==> config.mk <==
export PLATFORM = sky130hd
export DESIGN_NAME = jk_drive_seq
export DESIGN_NICKNAME = d
export VERILOG_FILES = /design/src/rtl/jk_drive_pkg.sv /design/src/rtl/jk_excite.sv /design/src/rtl/jk_drive_seq.sv
export SDC_FILE = /design/constraint.sdc
export NUM_CORES = 1
export LEC_CHECK = 0
export CORE_MARGIN = 2
export CORE_UTILIZATION = 35
export DETAILED_ROUTE_END_ITERATION = 7
export SYNTH_ARGS = -nofsm -noshare
export SYNTH_HDL_FRONTEND = slang
export SYNTH_SLANG_ARGS = --single-unit
export TNS_END_PERCENT = 30
==> constraint.sdc <==
create_clock -name clk -period 1.6 [get_ports clk]
set_input_delay 0.16 -clock clk [delete_from_list [all_inputs] [get_ports clk]]
set_output_delay 0.16 -clock clk [all_outputs]
set_load 0.02 [all_outputs]
==> src/rtl/jk_drive_pkg.sv <==
// jk_drive_pkg: shared FSM state type and 2-bit {J,K} excitation codes for jk_drive_seq.
package jk_drive_pkg;
    typedef enum logic [1:0] {IDLE, DRIVE, SETTLE, CHECK} state_t;
    localparam logic [1:0] HOLD   = 2'b00;
    localparam logic [1:0] RESET  = 2'b01;
    localparam logic [1:0] SET    = 2'b10;
    localparam logic [1:0] TOGGLE = 2'b11;
endpackage

==> src/rtl/jk_excite.sv <==
// jk_excite: combinational per-bit J/K excitation mapping a target and current Q to {J,K}.
//   tgt  in  WIDTH  target Q
//   cur  in  WIDTH  current Q of the bank (only used by the toggle build)
//   j,k  out WIDTH  excitation
// Build option JK_TOGGLE_EN: toggle excitation instead of set/reset excitation.
module jk_excite
    import jk_drive_pkg::*;
#(
    parameter int WIDTH = 4
) (
    input  logic [WIDTH-1:0] tgt,
    input  logic [WIDTH-1:0] cur,
    output logic [WIDTH-1:0] j,
    output logic [WIDTH-1:0] k
);
`ifndef JK_TOGGLE_EN
    logic unused_cur;
    assign unused_cur = ^cur;
`endif
    for (genvar g = 0; g < WIDTH; g++) begin : g_bit
`ifdef JK_TOGGLE_EN
        assign {j[g], k[g]} = (tgt[g] ^ cur[g]) ? TOGGLE : HOLD;
`else
        assign {j[g], k[g]} = tgt[g] ? SET : RESET;
`endif
    end
endmodule

==> src/rtl/jk_drive_seq.sv <==
// jk_drive_seq: drives a JK flop bank to a requested target with settle, check and bounded retry.
//   clk, rst_n           clock, asynchronous active-low reset
//   req_valid/req_ready  request handshake; req_target sampled on accept
//   q_fb                 Q outputs of the JK bank
//   j, k                 registered excitation, non-zero only for the single drive cycle
//   busy                 FSM not idle
//   done, err            one-cycle completion / retries-exhausted pulses
//   err_mask             bits differing at the final failed check, held until the next accept
// Build option JK_TOGGLE_EN (in jk_excite): toggle excitation instead of set/reset.
module jk_drive_seq
    import jk_drive_pkg::*;
#(
    parameter int WIDTH         = 4,
    parameter int SETTLE_CYCLES = 2,
    parameter int MAX_RETRY     = 1
) (
    input  logic             clk,
    input  logic             rst_n,
    input  logic             req_valid,
    output logic             req_ready,
    input  logic [WIDTH-1:0] req_target,
    input  logic [WIDTH-1:0] q_fb,
    output logic [WIDTH-1:0] j,
    output logic [WIDTH-1:0] k,
    output logic             busy,
    output logic             done,
    output logic             err,
    output logic [WIDTH-1:0] err_mask
);
    localparam int SW = SETTLE_CYCLES > 1 ? $clog2(SETTLE_CYCLES) : 1;
    localparam int RW = MAX_RETRY > 0 ? $clog2(MAX_RETRY + 1) : 1;

    state_t           state, state_n;
    logic [SW-1:0]    scnt;
    logic [RW-1:0]    rcnt;
    logic [WIDTH-1:0] tgt_q, tgt_n, ex_j, ex_k;
    logic             accept, miss, retry;

    assign req_ready = state == IDLE;
    assign busy      = !req_ready;
    assign accept    = req_valid && req_ready;
    assign miss      = state == CHECK && q_fb != tgt_q;
    assign retry     = rcnt < RW'(MAX_RETRY);
    // On accept the excitation is computed from the incoming target so that J/K
    // are already registered during the drive cycle.
    assign tgt_n     = accept ? req_target : tgt_q;

    jk_excite #(.WIDTH(WIDTH)) u_excite (
        .tgt (tgt_n),
        .cur (q_fb),
        .j   (ex_j),
        .k   (ex_k)
    );

    always_comb begin
        state_n = state;
        case (state)
            IDLE:    state_n = accept ? DRIVE : IDLE;
            DRIVE:   state_n = SETTLE;
            SETTLE:  state_n = scnt == '0 ? CHECK : SETTLE;
            CHECK:   state_n = miss && retry ? DRIVE : IDLE;
            default: state_n = IDLE;
        endcase
    end

    always_ff @(posedge clk or negedge rst_n) begin
        if (!rst_n) begin
            state    <= IDLE;
            scnt     <= '0;
            rcnt     <= '0;
            tgt_q    <= '0;
            j        <= '0;
            k        <= '0;
            done     <= 1'b0;
            err      <= 1'b0;
            err_mask <= '0;
        end else begin
            state    <= state_n;
            tgt_q    <= tgt_n;
            j        <= state_n == DRIVE ? ex_j : '0;
            k        <= state_n == DRIVE ? ex_k : '0;
            scnt     <= state == DRIVE ? SW'(SETTLE_CYCLES - 1) : state == SETTLE ? scnt - SW'(1) : scnt;
            rcnt     <= accept ? '0 : miss && retry ? rcnt + RW'(1) : rcnt;
            done     <= state == CHECK && !miss;
            err      <= miss && !retry;
            err_mask <= accept ? '0 : miss && !retry ? q_fb ^ tgt_q : err_mask;
        end
    end
endmodule

==> metrics, run 1 <==
status complete, no violations; pin count of the biggest net entering global routing 23; Ys Warns 0; FP Rows 19; Max Slew Vio Count 0; Worst R2R Start state[0]; total I/O pin count 27; antenna cells 0; GRT overflow 0; PwrDens 2020 mW/mm^2; syn nets 93; Fin. Hold Viols 0; crit end category flip-flop; drt first pass iters 4; Synth top area share 54.7%; critical path arrival 1720 ps; Worst EP required 1780 ps; slew margin rel. 66.7%; CTS Buf Count 3; Period minus WS final 1540 ps; Die W 57.6 um; area of the multi-input gates 449 um^2; Gate Count Post-Synth 78; Max Cap Viol 0; crit start category flip-flop; critical path's slowest cell dfrtp_1; port bufs 26; Starting DRT DRC Count 11; CP bufs+invs 1; DR vias 678; vias per cell 4.81; CTS root buffer clkbuf_4; Hold WS 185 ps; area of the die 0.00332 mm^2; Setup CP Type flip-flop to flip-flop; ANT nets after route 0; fill count 240; FF-to-FF End j[1]; CTS tree yes; Core Box Area 0.00273 mm^2; NumNets Final 126; register area share after synthesis 54.7%; Synth Area per Inst 12.9 um^2; skew final 6.06 ps; # hold bufs at CTS 0; HPWL Detailed 1.43 mm; fin crit share 96.1%; CTS clock-pin slew for the worst setup and hold paths 130 ps; number of antenna violations at the first check in global routing 0; cell family with most CP delay flip-flops; hold crit path type primary input to async pin; WL per Instance 14.1 um; final cell utilization of the core 50.7%; peak supply drop 0.949 mV; Reg2Reg Depth 5; gr usage total 13.2%; vias in the first global route 685; Total Routed Length 1.99 mm; fmax 0.650 GHz; Worst R2R Setup Slack 60 ps; DR DRC count 0; CTS sink cnt 22; Crit path largest cell delay 450 ps; H-Tree Depth 1; library cell with the largest summed area after synthesis dfrtp_1; post-synthesis cell type count 23; Mapped Area 0.00101 mm^2; Leak Pwr 0.616 nW; crit path cell chain inv_2 -> ha_4 -> and2_4 -> mux2_2 -> a21boi_1; CTS Buffer Depth 2; CP Max Fanout 7; first-pass GRT wire length 3.23 mm; Chip Height 57.6 um; GP Congestion 0.693; final setup vio count 0; effective utilization at floorplan 36.8%; layout cells sized above 1 22.7%; Worst-Margin Slew 498 ps; Clk Latency, worst-skew pair 310 ps; flops & latches, synth 22; synth top area cells dfrtp_1 (55%), ha_1 (5.0%), o22ai_2 (5.0%); sequential cell area 551 um^2; unrepaired setup endpoints after global routing no; Syn-to-layout area delta 37.6%
[how the worst max path moves through the flow]
stage             start  endpoint  slack [ps]  depth (start not counted)
3_3_place_gp    q_fb[2]      k[1]         -40                          4
5_1_grt        state[0]      j[1]           4                          5
2_1_floorplan  state[1]      j[0]           8                          6
3_5_place_dp    q_fb[1]  state[0]        -120                          4
6_report       state[0]      j[1]          60                          5
4_1_cts        state[0]      j[1]          20                          5
[cell families (layout without fill, tap and decap cells)]
| family | after synthesis | after routing | share of synthesized area, % |
|---|---|---|---|
| xor+xnor | 4 | 4 | 4.22 |
| compound gates | 16 | 16 | 15.0 |
| mux | 8 | 8 | 8.45 |
| simple gates | 19 | 19 | 10.1 |
| fa+ha+maj | 4 | 4 | 4.97 |
| buf+inv | 5 | 37 | 2.61 |
| flops | 22 | 22 | 54.7 |
[final cells by class]
class | instances | share of cell area, %
repair buffers | 29 | 20.2
clock inverters | 1 | 2.17
well taps | 31 | 2.80
flip-flops and latches | 22 | 39.7
multi-input cells | 51 | 32.4
inverters | 4 | 1.08
clock buffers | 3 | 1.62
[sequential cells by signal, summed over array words and instances, names as in the netlist]
register,cells
done,1
rcnt,1
k,4
j,4
err,1
err_mask,4
state,2
scnt,1
tgt_q,4
[layer usage]
layer / vias up / wire length (um) / GRT usage [%]
met5: - / 0 / 0
met4: 0 / 29 / 6.98
met1: 327 / 953 / 17.2
met3: 2 / 80 / 3.57
li1: 334 / - / -
met2: 15 / 925 / 20.0
[stage by stage]
step	power [mW]	setup TNS, ps	instances	setup slack, ps	cell area (um^2)
2_1_floorplan	1.88	0	78	7.96	1020
3_3_place_gp	2.38	-185	136	-37.9	1330
3_5_place_dp	2.40	-710	136	-118	1330
4_1_cts	2.83	0	140	15.5	1380
5_1_grt	2.99	0	141	4.16	1390
6_report	2.81	0	141	62.6	1390
[Yosys cell counts]
cell	n
nor4b_2	1
o21bai_1	1
nand2_1	8
o41ai_1	1
xor2_1	3
nor3b_1	1
a21boi_1	4
and2_1	1
o22ai_2	4
ha_1	4
dfrtp_1	22
or4_4	1
o31ai_1	1
nor2_1	5
xor2_2	1
mux2i_1	4
inv_1	4
o41ai_4	1
nor4_1	1
mux2_2	4
buf_6	1
nor2_2	1
a21oi_1	4
[report_power, final]
| group | switching (mW) | internal (mW) |
|---|---|---|
| clock | 0.176 | 0.253 |
| combinational | 0.763 | 0.681 |
| sequential | 0.146 | 0.789 |
| total | 1.08 | 1.72 |
[what timing repair did]
item / 4_1_cts / 5_1_grt
buffers inserted: 0 / 1
gates resized for setup: 3 / 2
pin swaps: 0 / 1
setup endpoints to repair: 10 / 7
[layout by cell type (no fill, tap or decap)]
cell type	count
clkdlybuf4s50_1	24
dfrtp_1	22
nand2_1	8
nor2_1	5
mux2_2	4
a21oi_1	4
a21boi_1	4
mux2i_1	4
o22ai_2	4
xor2_1	3
ha_1	3
clkbuf_4	3
buf_4	3
inv_1	2
inv_2	2
dlygate4sd2_1	2
xor2_2	1
nor4_1	1
and2_4	1
nor3b_1	1
o41ai_1	1
nor4b_2	1
o41ai_4	1
o21bai_2	1
or4_4	1
nor2_2	1
o31ai_1	1
ha_4	1
bufinv_16	1
No activity file was read; power rests on OpenSTA's default activity.
==> run 2, diff against run 1 <==
--- a/config.mk
+++ b/config.mk
@@ -5,6 +5,7 @@
 export SDC_FILE = /design/constraint.sdc
 export NUM_CORES = 1
 export LEC_CHECK = 0
+export CORE_ASPECT_RATIO = 0.5
 export CORE_MARGIN = 2
 export CORE_UTILIZATION = 35
 export DETAILED_ROUTE_END_ITERATION = 7
==> metrics, run 2 (same netlist as run 1, synthesis figures left out) <==
Worst-Margin Slew 512 ps (+13.9 ps); first-pass GRT wire length 3.62 mm (+12%); WL per Instance 13.9 um (-1.7%); unrepaired setup endpoints after global routing yes; PwrDens 2010 mW/mm^2 (-0.51%); Core Box Area 0.00267 mm^2 (-2.4%); Tot Pwr 2.91 mW (+3.6%); Setup CP Type flip-flop to flip-flop; critical path arrival 1690 ps (-30 ps); Worst EP required 1720 ps (-60 ps); ANT nets after route 0 (unchanged); final setup vio count 0 (unchanged); commonest non-fill, non-tap cell in the layout clkdlybuf4s50_1; total I/O pin count 27 (unchanged); Net Sw Power 1.15 mW (+6.4%); CTS clock-pin slew for the worst setup and hold paths 80 ps (-50 ps); Clk Latency, worst-skew pair 260 ps (-50 ps); commonest cells after routing, fill and taps aside clkdlybuf4s50_1 (24), dfrtp_1 (22), nand2_1 (8), buf_4 (8), nor2_1 (5); CTS Buf Count 3 (unchanged); CTS Buffer Depth 2 (unchanged); Crit path largest cell delay 420 ps (-30 ps); GRT overflow 0 (unchanged); sequential cell area 551 um^2 (unchanged); setup tns final 0 ps (unchanged); DR DRC count 0 (unchanged); area of the die 0.00335 mm^2 (+0.79%); status complete, no violations; CTS root buffer clkbuf_8; drt first pass iters 4 (unchanged); crit start category flip-flop; NumNets Final 131 (+4.0%); fin crit share 98.0% (+1.9 points); fill count 248 (+3.3%); antenna cells 0 (unchanged); FP Rows 13 (-6); Total Routed Length 2.09 mm (+5.2%); crit path cell chain inv_2 -> ha_4 -> and2_4 -> mux2_2 -> a21boi_1; Period minus WS final 1570 ps (+30.2 ps); fmax 0.638 GHz (-1.9%); Starting DRT DRC Count 55 (+44); slew margin rel. 65.8% (-0.93 points); Final WS setup 32.4 ps (-30.2 ps); Seq pwr share 32.5% (-0.8 points); pin count of the biggest net entering global routing 23 (unchanged); critical path's slowest cell dfrtp_1; vias in the first global route 780 (+14%); Chip Height 41.9 um (-27%); Pint 1.75 mW (+1.8%); Leak Pwr 0.644 nW (+4.7%); Max Cap Viol 0 (unchanged); H-Tree Depth 1 (unchanged); clock share of power 11.6% (-3.7 points); Die W 79.9 um (+39%); CTS tree yes; CP Max Fanout 7 (unchanged); crit end category flip-flop; Syn-to-layout area delta 43.4%; final cell utilization of the core 54.1% (+3.4 points); effective utilization at floorplan 37.8% (+0.92 points); Sw Share 39.7% (+1.0 points); layout cells sized above 1 26.3% (+3.6 points); GP Congestion 0.770 (+11%); vias per cell 4.76 (-0.98%); combinational share of power 55.8% (+4.4 points); Max Slew Vio Count 0 (unchanged); DR vias 719 (+6.0%); area of the multi-input gates 473 um^2 (+5.3%); Hold WS 234 ps (+49.4 ps); port bufs 26 (unchanged); # hold bufs at CTS 0 (unchanged); CTS sink cnt 22 (unchanged); Fin. Hold Viols 0 (unchanged); HPWL Detailed 1.60 mm (+12%); peak supply drop 0.895 mV (-5.7%); Post-Place Setup Slack -75.1 ps (+42.7 ps); number of antenna violations at the first check in global routing 0 (unchanged); gr usage total 14.2% (+1.1 points); skew final 6.68 ps (+0.615 ps); hold crit path type primary input to async pin
-- run 2: cell count changes in the layout (fill, tap and decap cells not counted), sizes merged --
| cell | delta |
|---|---|
| bufinv | -1 |
| buf | +5 |
-- run 2: layer usage --
metal | vias up | track usage [%] | share of wire [%]
met5 | - | 0 | 0
met4 | 0 | 4.07 | 1.2
met1 | 361 | 17.0 | 44
met2 | 10 | 25.4 | 52
met3 | 4 | 3.91 | 2.7
li1 | 344 | - | -
-- run 2: final cells by class --
type	count	area share [%]
inverter	4	1.04
tap	37	3.21
timing repair buffer	34	22.0
sequential	22	38.1
clock buffer	3	2.86
multi-input combinational	51	32.8
-- run 2: power groups by stage --
| stage | Clock, mW | Sequential, mW | Combinational [mW] |
|---|---|---|---|
| final | 0.338 | 0.947 | 1.62 |
| after global placement | 0 | 0.931 | 1.48 |
| after global routing | 0.371 | 0.985 | 1.75 |
| after floorplan | 0 | 1.09 | 0.794 |
| after CTS | 0.348 | 0.938 | 1.54 |
| after detailed placement | 0 | 0.948 | 1.52 |
-- run 2: through the flow --
step	instances	cell area [um^2]
finish	151	1440
global route	151	1440
CTS	148	1410
detailed placement	145	1360
global placement	145	1360
floorplan	78	1020
-- run 2: worst max-delay path, delay by kind of cell (launching register included) --
| kind | cells | cell delay, ps |
|---|---|---|
| DFF | 1 | 420 |
| and+or+nand+nor | 1 | 210 |
| AOI/OAI and AO/OA | 1 | 140 |
| adders and majority gates | 1 | 190 |
| buffers and inverters | 1 | 90 |
| muxes | 1 | 370 |
-- run 2: path summary, 6_finish.rpt --
check,slack [ps],depth (start not counted),from,endpoint
max,30,5,state[0],j[1]
min,230,2,rst_n,tgt_q[3]
max reg2reg,30,5,state[0],j[1]
min reg2reg,570,2,err_mask[3],err_mask[3]
max in group asynchronous,1140,2,rst_n,tgt_q[1]
min in group clk,540,2,req_target[3],tgt_q[3]
-- run 2: timing repair --
item / in CTS / in global routing
pin swaps: 0 / 2
endpoints found under the hold margin: 0 / 0
resized for setup: 4 / 5
setup endpoints to repair: 10 / 9
buffers inserted: 0 / 3
